===== src/rtl/bch80_64_pkg.sv =====
// Shared definitions for the (80,64) systematic code: widths, parity-row
// table (also used by the encoder), decoder state type and syndrome function.
package bch80_64_pkg;

  localparam int unsigned CW_W   = 80;
  localparam int unsigned DATA_W = 64;
  localparam int unsigned PAR_W  = 16;

  // Bits [15:10] carry the column index so rows are distinct; the low 3 set
  // bits keep every row at weight >= 2 so no row aliases a parity-bit error.
  localparam logic [PAR_W-1:0] P_ROWS [DATA_W] = '{
    16'h0007, 16'h0407, 16'h0807, 16'h0C07, 16'h1007, 16'h1407, 16'h1807, 16'h1C07,
    16'h2007, 16'h2407, 16'h2807, 16'h2C07, 16'h3007, 16'h3407, 16'h3807, 16'h3C07,
    16'h4007, 16'h4407, 16'h4807, 16'h4C07, 16'h5007, 16'h5407, 16'h5807, 16'h5C07,
    16'h6007, 16'h6407, 16'h6807, 16'h6C07, 16'h7007, 16'h7407, 16'h7807, 16'h7C07,
    16'h8007, 16'h8407, 16'h8807, 16'h8C07, 16'h9007, 16'h9407, 16'h9807, 16'h9C07,
    16'hA007, 16'hA407, 16'hA807, 16'hAC07, 16'hB007, 16'hB407, 16'hB807, 16'hBC07,
    16'hC007, 16'hC407, 16'hC807, 16'hCC07, 16'hD007, 16'hD407, 16'hD807, 16'hDC07,
    16'hE007, 16'hE407, 16'hE807, 16'hEC07, 16'hF007, 16'hF407, 16'hF807, 16'hFC07
  };

  typedef enum logic [1:0] {
    ST_IDLE,
    ST_SYND,
    ST_SEARCH,
    ST_OUT
  } state_e;

  function automatic logic [PAR_W-1:0] syndrome(input logic [CW_W-1:0] cw);
    logic [PAR_W-1:0] s;
    s = cw[PAR_W-1:0];
    for (int unsigned j = 0; j < DATA_W; j++) begin
      if (cw[7'(CW_W-1-j)]) s ^= P_ROWS[6'(j)];
    end
    return s;
  endfunction

endpackage


===== src/rtl/bch80_64_syn.sv =====
// Combinational syndrome generator; with a zero parity field it yields the
// encoder's parity bits.
import bch80_64_pkg::*;

module bch80_64_syn (
  input  logic [CW_W-1:0]  cw,
  output logic [PAR_W-1:0] syn
);

  always_comb syn = syndrome(cw);

endmodule


===== src/rtl/bch80_64_dec.sv =====
// (80,64) single-error-correcting decoder with sequential column search.
// Optional saturating error counters when BCH80_64_DEC_ERR_CNT_EN is defined.
import bch80_64_pkg::*;

module bch80_64_dec #(
  parameter int unsigned LANES = 4
) (
  input  logic             clk,
  input  logic             rst_n,
  input  logic             in_valid,
  output logic             in_ready,
  input  logic [CW_W-1:0]  in_cw,
  output logic             out_valid,
  input  logic             out_ready,
  output logic [DATA_W-1:0] out_data,
  output logic             out_corr,
  output logic             out_uncorr,
  output logic [6:0]       out_err_pos
`ifdef BCH80_64_DEC_ERR_CNT_EN
  ,
  output logic [15:0]      cnt_corr,
  output logic [15:0]      cnt_uncorr
`endif
);

  state_e            state_q, state_d;
  logic              rdy_q, rdy_d;
  logic [CW_W-1:0]   cw_q, cw_d;
  logic [PAR_W-1:0]  syn_q, syn_d;
  logic [5:0]        idx_q, idx_d;
  logic              corr_q, corr_d;
  logic              uncorr_q, uncorr_d;
  logic [6:0]        pos_q, pos_d;

  logic [PAR_W-1:0]  syn_w;
  logic              found;
  logic [5:0]        jj;
  logic [5:0]        jsel;
  logic [6:0]        kpos;
  logic [6:0]        fpos;
  logic              last;

  bch80_64_syn u_syn (
    .cw  (cw_q),
    .syn (syn_w)
  );

  always_comb begin
    state_d  = state_q;
    cw_d     = cw_q;
    syn_d    = syn_q;
    idx_d    = idx_q;
    corr_d   = corr_q;
    uncorr_d = uncorr_q;
    pos_d    = pos_q;
    found    = 1'b0;
    jj       = '0;
    jsel     = '0;
    kpos     = '0;
    fpos     = '0;
    last     = ({1'b0, idx_q} + 7'(LANES)) == 7'(DATA_W);

    case (state_q)
      ST_IDLE: begin
        if (in_valid && rdy_q) begin
          cw_d     = in_cw;
          corr_d   = 1'b0;
          uncorr_d = 1'b0;
          pos_d    = '0;
          state_d  = ST_SYND;
        end
      end
      ST_SYND: begin
        syn_d = syn_w;
        if (syn_w == '0) begin
          state_d = ST_OUT;
        end else if ((syn_w & (syn_w - PAR_W'(1))) == '0) begin
          // One-hot syndrome: the error sits in the parity field at that bit.
          for (int unsigned b = 0; b < PAR_W; b++) begin
            if (syn_w[4'(b)]) kpos = 7'(b);
          end
          cw_d[kpos] = ~cw_q[kpos];
          corr_d     = 1'b1;
          pos_d      = kpos;
          state_d    = ST_OUT;
        end else begin
          idx_d   = '0;
          state_d = ST_SEARCH;
        end
      end
      ST_SEARCH: begin
        for (int unsigned i = 0; i < LANES; i++) begin
          jj = idx_q + 6'(i);
          if (!found && syn_q == P_ROWS[jj]) begin
            found = 1'b1;
            jsel  = jj;
          end
        end
        if (found) begin
          fpos       = 7'(CW_W-1) - {1'b0, jsel};
          cw_d[fpos] = ~cw_q[fpos];
          corr_d     = 1'b1;
          pos_d      = fpos;
          state_d    = ST_OUT;
        end else if (last) begin
          uncorr_d = 1'b1;
          state_d  = ST_OUT;
        end else begin
          idx_d = idx_q + 6'(LANES);
        end
      end
      ST_OUT: begin
        if (out_ready) state_d = ST_IDLE;
      end
      default: state_d = ST_IDLE;
    endcase

    rdy_d = (state_d == ST_IDLE);
  end

  always_ff @(posedge clk or negedge rst_n) begin
    if (!rst_n) begin
      state_q  <= ST_IDLE;
      rdy_q    <= 1'b0;
      cw_q     <= '0;
      syn_q    <= '0;
      idx_q    <= '0;
      corr_q   <= 1'b0;
      uncorr_q <= 1'b0;
      pos_q    <= '0;
    end else begin
      state_q  <= state_d;
      rdy_q    <= rdy_d;
      cw_q     <= cw_d;
      syn_q    <= syn_d;
      idx_q    <= idx_d;
      corr_q   <= corr_d;
      uncorr_q <= uncorr_d;
      pos_q    <= pos_d;
    end
  end

  assign in_ready    = rdy_q;
  assign out_valid   = (state_q == ST_OUT);
  assign out_data    = cw_q[CW_W-1:PAR_W];
  assign out_corr    = corr_q;
  assign out_uncorr  = uncorr_q;
  assign out_err_pos = pos_q;

`ifdef BCH80_64_DEC_ERR_CNT_EN
  logic [15:0] cnt_corr_q, cnt_corr_d;
  logic [15:0] cnt_uncorr_q, cnt_uncorr_d;

  always_comb begin
    cnt_corr_d   = cnt_corr_q;
    cnt_uncorr_d = cnt_uncorr_q;
    if (state_q == ST_OUT && out_ready) begin
      if (corr_q && cnt_corr_q != '1)     cnt_corr_d   = cnt_corr_q + 16'd1;
      if (uncorr_q && cnt_uncorr_q != '1) cnt_uncorr_d = cnt_uncorr_q + 16'd1;
    end
  end

  always_ff @(posedge clk or negedge rst_n) begin
    if (!rst_n) begin
      cnt_corr_q   <= '0;
      cnt_uncorr_q <= '0;
    end else begin
      cnt_corr_q   <= cnt_corr_d;
      cnt_uncorr_q <= cnt_uncorr_d;
    end
  end

  assign cnt_corr   = cnt_corr_q;
  assign cnt_uncorr = cnt_uncorr_q;
`endif

endmodule


===== config.mk =====
export PLATFORM = sky130hd
export DESIGN_NAME = bch80_64_dec
export DESIGN_NICKNAME = d
export VERILOG_FILES = /design/src/rtl/bch80_64_pkg.sv /design/src/rtl/bch80_64_syn.sv /design/src/rtl/bch80_64_dec.sv
export SDC_FILE = /design/constraint.sdc
export NUM_CORES = 1
export LEC_CHECK = 0
export ABC_AREA = 1
export BUFFER_PORTS_ARGS = -buffer_cell sky130_fd_sc_hd__buf_2
export CORE_MARGIN = 2
export CORE_UTILIZATION = 65
export DETAILED_ROUTE_END_ITERATION = 6
export GPL_TIMING_DRIVEN = 1
export PLACE_DENSITY = 0.88
export SYNTH_ARGS = -nofsm -noshare
export SYNTH_HDL_FRONTEND = slang
export SYNTH_SLANG_ARGS = --single-unit

===== constraint.sdc =====
create_clock -name clk -period 7.2 [get_ports clk]
set_clock_uncertainty 0.15 [all_clocks]
set_input_delay 1.08 -clock clk [delete_from_list [all_inputs] [get_ports clk]]
set_output_delay 1.08 -clock clk [all_outputs]
set_load 0.005 [all_outputs]

Word level (Yosys, flattened, before mapping):

Memories as Yosys holds them, arrays and structs flattened.
Index checks and enable logic that the tools add are counted.
Widths: inputs -> output; s select.

* register bits after elaboration: 114
* ROM bits: 4096
* input port bits: 84
* output and inout bits: 75
* logic and storage cells: 276
* memories kept: 4

Memories
* (name not given): words 64, bits a word 16, rd ports 1, clocked after memory_dff 0, write ports 0, line bch80_64_dec.sv:94 `if (!found && syn_q == P_ROWS[jj]) begin`
* (name not given): words 64, bits a word 16, rd ports 1, clocked after memory_dff 0, write ports 0, line bch80_64_dec.sv:94
* (name not given): words 64, bits a word 16, rd ports 1, clocked after memory_dff 0, write ports 0, line bch80_64_dec.sv:94
* (name not given): words 64, bits a word 16, rd ports 1, clocked after memory_dff 0, write ports 0, line bch80_64_dec.sv:94

* add/subtract/negate cells: 7
* order comparisons: 8
* equality and inequality tests: 16
* muxes and demuxes: 143
* bitwise logic cells: 71
* reduce and logical (&&, ||, !) cells: 19

Operators with widths (count)
* $mux 16: 40
* $mux 80: 4
* $mux 15: 16
* $pmux 80 s3: 1
* $bwmux 80: 2
* $mux 7: 21
* $not 6->6: 20
* $mux 14: 8
* $not 7->7: 15
* $not 5->5: 15
* $eq 16x16->1: 4
* $mux 6: 9
* $mux 13: 4
* $not 8->8: 6
* $logic_not 16->1: 2
* $ge 7x7->1 const B: 4
* $not 6->7: 4
* $mux 12: 2
* $not 4->4: 6
* $mux 1: 21
* $pmux 7 s3: 1
* $and 16x16->16: 1
* $lt 7x8->1 const B: 2
* $ne 2x2->1 const B: 8
* other kinds (29): 48

Longest topological paths before layout:

* depth after elaboration: 154
* mapped depth: 42
* gate-level depth less buffers: 41

Modules after synthesis:

Synthesis repeated with hierarchy kept, for this count alone.

* cells, all modules: 2626
* area total of the unflattened synthesis: 14649.0 um2

Modules (own cells, without submodules)
* bch80_64_dec: instances 1, cells each 1740, area each 9958.3 um2, sequential area each 2802.7 um2
* bch80_64_syn: instances 1, cells each 886, area each 4690.7 um2, sequential area each 0.0 um2

Least setup slack after synthesis:

No wires, ideal clock.

* path type: reg-to-reg
* from: register cw_q[74]
* to: register cw_q[78]
* setup time: 0.132 ns
* arrival time: 3.236 ns
* data required time: 6.918 ns
* slack: 3.682 ns
* cell stages (with the launch flop): 23
* path buffers: 3
* clock period less this slack: 3.518 ns
* cell sequence: dfrtp_1 -> buf_2 -> xnor2_1 -> nand3_1 -> nand2_1 -> xor2_1 -> xor2_1 -> xor2_1 -> xor2_1 -> xnor2_1 -> nand2_1 -> nor2_2 -> nand2_1 -> nor2_2 -> nand2_1 -> o21ai_1 -> nand4_1 -> o21ai_2 -> nand2_2 -> buf_6 -> buf_2 -> nand2_1 -> o21ai_1

* longest elaborated chain between the ends: 143
* elaborated cells on any way between the ends: 159
* classes of those cells: add/sub (1); order compare (2); eq/ne (2); mux (89); bitwise (61); reduce/logical (4)

RTL lines
* start, declared: line bch80_64_dec.sv:28 `logic [CW_W-1:0] cw_q, cw_d;`
* start signal, assigned: line bch80_64_dec.sv:134 `cw_q <= cw_d;`
* $mux 13: line bch80_64_pkg.sv:33 `if (cw[7'(CW_W-1-j)]) s ^= P_ROWS[6'(j)];`
* $not 5->5 (no source line)
* $mux 13: line bch80_64_pkg.sv:33
* $not 6->6 (no source line)
* $mux 13: line bch80_64_pkg.sv:33
* $not 4->4 (no source line)
* $mux 14: line bch80_64_pkg.sv:33
* $not 5->5 (no source line)
* (+127 left out)
* $lt 7x8->1 (implied by the code) or $ge 7x1->1 (tied branches): line bch80_64_dec.sv:82 `cw_d[kpos] = ~cw_q[kpos];`
* $logic_and 1x1->1 (implied by the code): line bch80_64_dec.sv:82
* $mux 1 (implied by the code): line bch80_64_dec.sv:82
* $demux 1 s7: line bch80_64_dec.sv:82
* $bwmux 80: line bch80_64_dec.sv:82
* $mux 80: line bch80_64_dec.sv:77 `end else if ((syn_w & (syn_w - PAR_W'(1))) == '0) begin`
* $mux 80: line bch80_64_dec.sv:75 `if (syn_w == '0) begin`
* $pmux 80 s3: line bch80_64_dec.sv:63 `case (state_q)`

Parallel ways exist; a longest one is shown, timed or not. The select of a mux whose other input is x is not followed.
A chain may end at the register's enable or synchronous reset.

Worst setup path in the final report:

* from: register syn_q[7]
* to: register cw_q[7]

* longest elaborated chain between the ends: 23
* elaborated cells on any way between the ends: 37
* classes of those cells: add/sub (1); order compare (2); eq/ne (5); mux (20); bitwise (1); reduce/logical (8)

RTL lines
* start, declared: line bch80_64_dec.sv:29 `logic [PAR_W-1:0] syn_q, syn_d;`
* start signal, assigned: line bch80_64_dec.sv:135 `syn_q <= syn_d;`
* $eq 16x16->1: line bch80_64_dec.sv:94
* $mux 1: line bch80_64_dec.sv:94
* $mux 1: line bch80_64_dec.sv:63
* $logic_not 1->1: line bch80_64_dec.sv:94
* $logic_and 1x1->1: line bch80_64_dec.sv:94
* $mux 1: line bch80_64_dec.sv:94
* $mux 1: line bch80_64_dec.sv:63
* $logic_not 1->1: line bch80_64_dec.sv:94
* (+7 left out)
* $sub 7x6->7: line bch80_64_dec.sv:100 `fpos = 7'(CW_W-1) - {1'b0, jsel};`
* $lt 7x8->1 (implied by the code) or $ge 7x1->1 (tied branches): line bch80_64_dec.sv:101 `cw_d[fpos] = ~cw_q[fpos];`
* $logic_and 1x1->1 (implied by the code): line bch80_64_dec.sv:101
* $mux 1 (implied by the code): line bch80_64_dec.sv:101
* $demux 1 s7: line bch80_64_dec.sv:101
* $bwmux 80: line bch80_64_dec.sv:101
* $mux 80: line bch80_64_dec.sv:99 `if (found) begin`
* $pmux 80 s3: line bch80_64_dec.sv:63

Parallel ways exist; a longest one is shown, timed or not. The select of a mux whose other input is x is not followed.

==> results.cfg <==
[route]
vias_per_cell = 6.12
drcViolationCount = 2
first_iter_violations = 2094
wirelength_mm = 48.2
avgRoutedWirePerCell_um = 20.4
dr.pass1.iters = 7
antenna_left = 0
vias = 14470

[sta]
timing.final.crit_share = 0.812
rsz0062_at_grt = false
drv_slew = 0
period_needed_ps = 5850
tns_ps = 0
finalSetupViolations = 0
fmax_mhz = 171
tightest_slew_ps = 1110
slew_headroom = 0.241
hold_violations = 0

[placement]
place_hpwl_mm = 36.0
gp_congestion = 1.10
io_buffer_count = 158

[clock_network]
cts_tree = done
clk_latency_ps = 390
cts.sinks = 112
cts_buffer_depth = 2
htreeDepth = 3
cts_resized = 0
cts_buffers = 9
hold_buffers = 0
cts_root_buffer = clkbuf_16
clkSlewWorstSetupHoldPaths_ps = 90
cts_setup_buffers = 0

[min_path]
hold_class = flop to flop

[run]
max_cap_violations = 0

[synth]
syn_area_um2 = 13100
synth-main-ff-cell = dfrtp_1
synthTopCellsByArea = dfrtp_1 (21%), nand2_1 (17%), xnor2_1 (8.3%)
yosys.area.top_type = dfrtp_1
synth-edff-count = 0
ys_seq_area_frac = 0.214
yosysWarnings = 0
netlist.area_leader.share = 0.214
synth.distinct_cells = 50
async_reset_ff_frac = 1.00
synth.net_count = 2208
syn_avg_cell_area_um2 = 6.20
synthCells = 2115
synth.ff_latch_count = 112

[critical_path]
cp_max_fo = 80
critPathSlowestCell = nor2_1
critPathLaunchType = flop
critPathKind = flop to flop
cp_common_cell = nand2_1
critPathCaptureType = flop
crit_path_cell_trace = inv_1, nand4_1, nor3_2, nand3_1, nand2_1, inv_1, nor2_1, clkinv_1, buf_4, o221ai_1, a2111oi_0, nor2_1, nor3_1, nand2_1, nand3_1, nand2_4, nand3_1, a21oi_1, o21ai_1, nand2_1, nand2_1
worst_ep_arrival_time_ps = 5960
path_buf_inv = 4
cp_top_family = simple AND/OR/NAND/NOR gates
critPathMaxStageDelay_ps = 720
required_ps = 7310

[global_routing]
grt_use_met1 = 0.610
grt_pass1_wl_mm = 74.0
grt_pass1_vias = 13127
met3_usage = 0.129
grt_max_degree = 91
met2_usage = 0.638
grt_busiest_layer = met2
grt_overflow = 0
antenna_found_initial = 0
grt_use_total = 0.442

[run_status]
status = finished with violations
violations = DRC

[final_layout]
drive_gt1_frac = 0.117
antenna_cells = 0
final_nets = 2189
syn2layout_area_growth_pct = 3.70

[die]
die_w_um = 146
io_pins = 159
core_area_um2 = 19700
start_util = 0.667
dieArea_um2 = 21300
rows = 51
die_h_um = 146
## metal layers
layer  share of wire  vias up
met4           0.052        0
met5               0        -
met2            0.41     1076
li1                -     6653
met3            0.15      187
met1            0.39     6554
## final cells by class
| type | instances | area [µm²] |
|---|---|---|
| well taps | 265 | 332 |
| repair buffers | 178 | 956 |
| inverters | 183 | 687 |
| fillers | 1822 | 6050 |
| clock buffers | 9 | 225 |
| multi-input cells | 1612 | 8500 |
| flip-flops and latches | 112 | 2800 |
| clock inverters | 7 | 93.8 |
## worst paths after layout
check / startpoint / endpoint / slack, ps / cells past startpoint
max reg2reg: syn_q[7] / cw_q[7] / 1350 / 21
min: out_err_pos[2] / out_err_pos[2] / 360 / 2
max in group asynchronous: rst_n / cw_q[0] / 5030 / 2
min in group asynchronous: rst_n / cw_q[19] / 570 / 1
min reg2reg: out_err_pos[2] / out_err_pos[2] / 360 / 2
max: syn_q[7] / cw_q[7] / 1350 / 21
## metrics by stage
stage               cells  setup slack [ps]  instance area, µm²  hold slack (ps)  utilization
CTS                  2366              1700               13600              364        0.692
detailed placement   2350              1720               13300              337        0.676
floorplan            2115              3680               13100              312            -
finish               2366              1350               13600              362        0.692
global route         2366              1050               13600              381        0.692
global placement     2350              1770               13300              316        0.676
## state kept, by name, summed over array words and instances (netlist names)
name and flops:
out_corr 1, state_q 2, in_ready 1, syn_q 16, idx_q 4, out_uncorr 1, cw_q 80, out_err_pos 7
## worst min-delay path: cells and delay by family, from the launching register on
family           cells  cell delay [ps]
DFF                  1              370
and+or+nand+nor      2              120
## placed cells by master, fill, tap and decap left out, types with 11 or more instances in the layout
master     n
buf_2    157
nand4_1   20
a21o_1    11
o22ai_1   26
nor2_1   146
a21oi_1  111
nand2_1  585
inv_1    165
xor2_1   115
nor3_1    11
xnor2_1  124
o21ai_0  156
buf_4     20
inv_2     14
o21ai_1   76
dfrtp_1  112
nand3_1  148
## logic make-up (layout without fill, tap and decap cells)
logic type	count (synthesis)	after routing	share of synthesized area
AOI/OAI and AO/OA	407	407	0.167
xor gates and xnor gates	246	246	0.169
adders and majority gates	9	9	0.00859
buffers and inverters	391	377	0.140
DFF	112	112	0.214
and+or+nand+nor	950	950	0.301
## synth_stat cells (11+ instances only)
cell type / n
nand2_1: 586
inv_1: 166
o21ai_0: 156
nand3_1: 148
nor2_1: 146
xnor2_1: 124
xor2_1: 115
dfrtp_1: 112
a21oi_1: 111
o21ai_1: 76
buf_4: 75
clkbuf_1: 66
buf_2: 55
o22ai_1: 26
nand4_1: 20
inv_2: 13
a21o_1: 11
nor3_1: 11
Power is not shown: default switching activity piles up to over one toggle a cycle in this logic, so the estimate is an artifact.
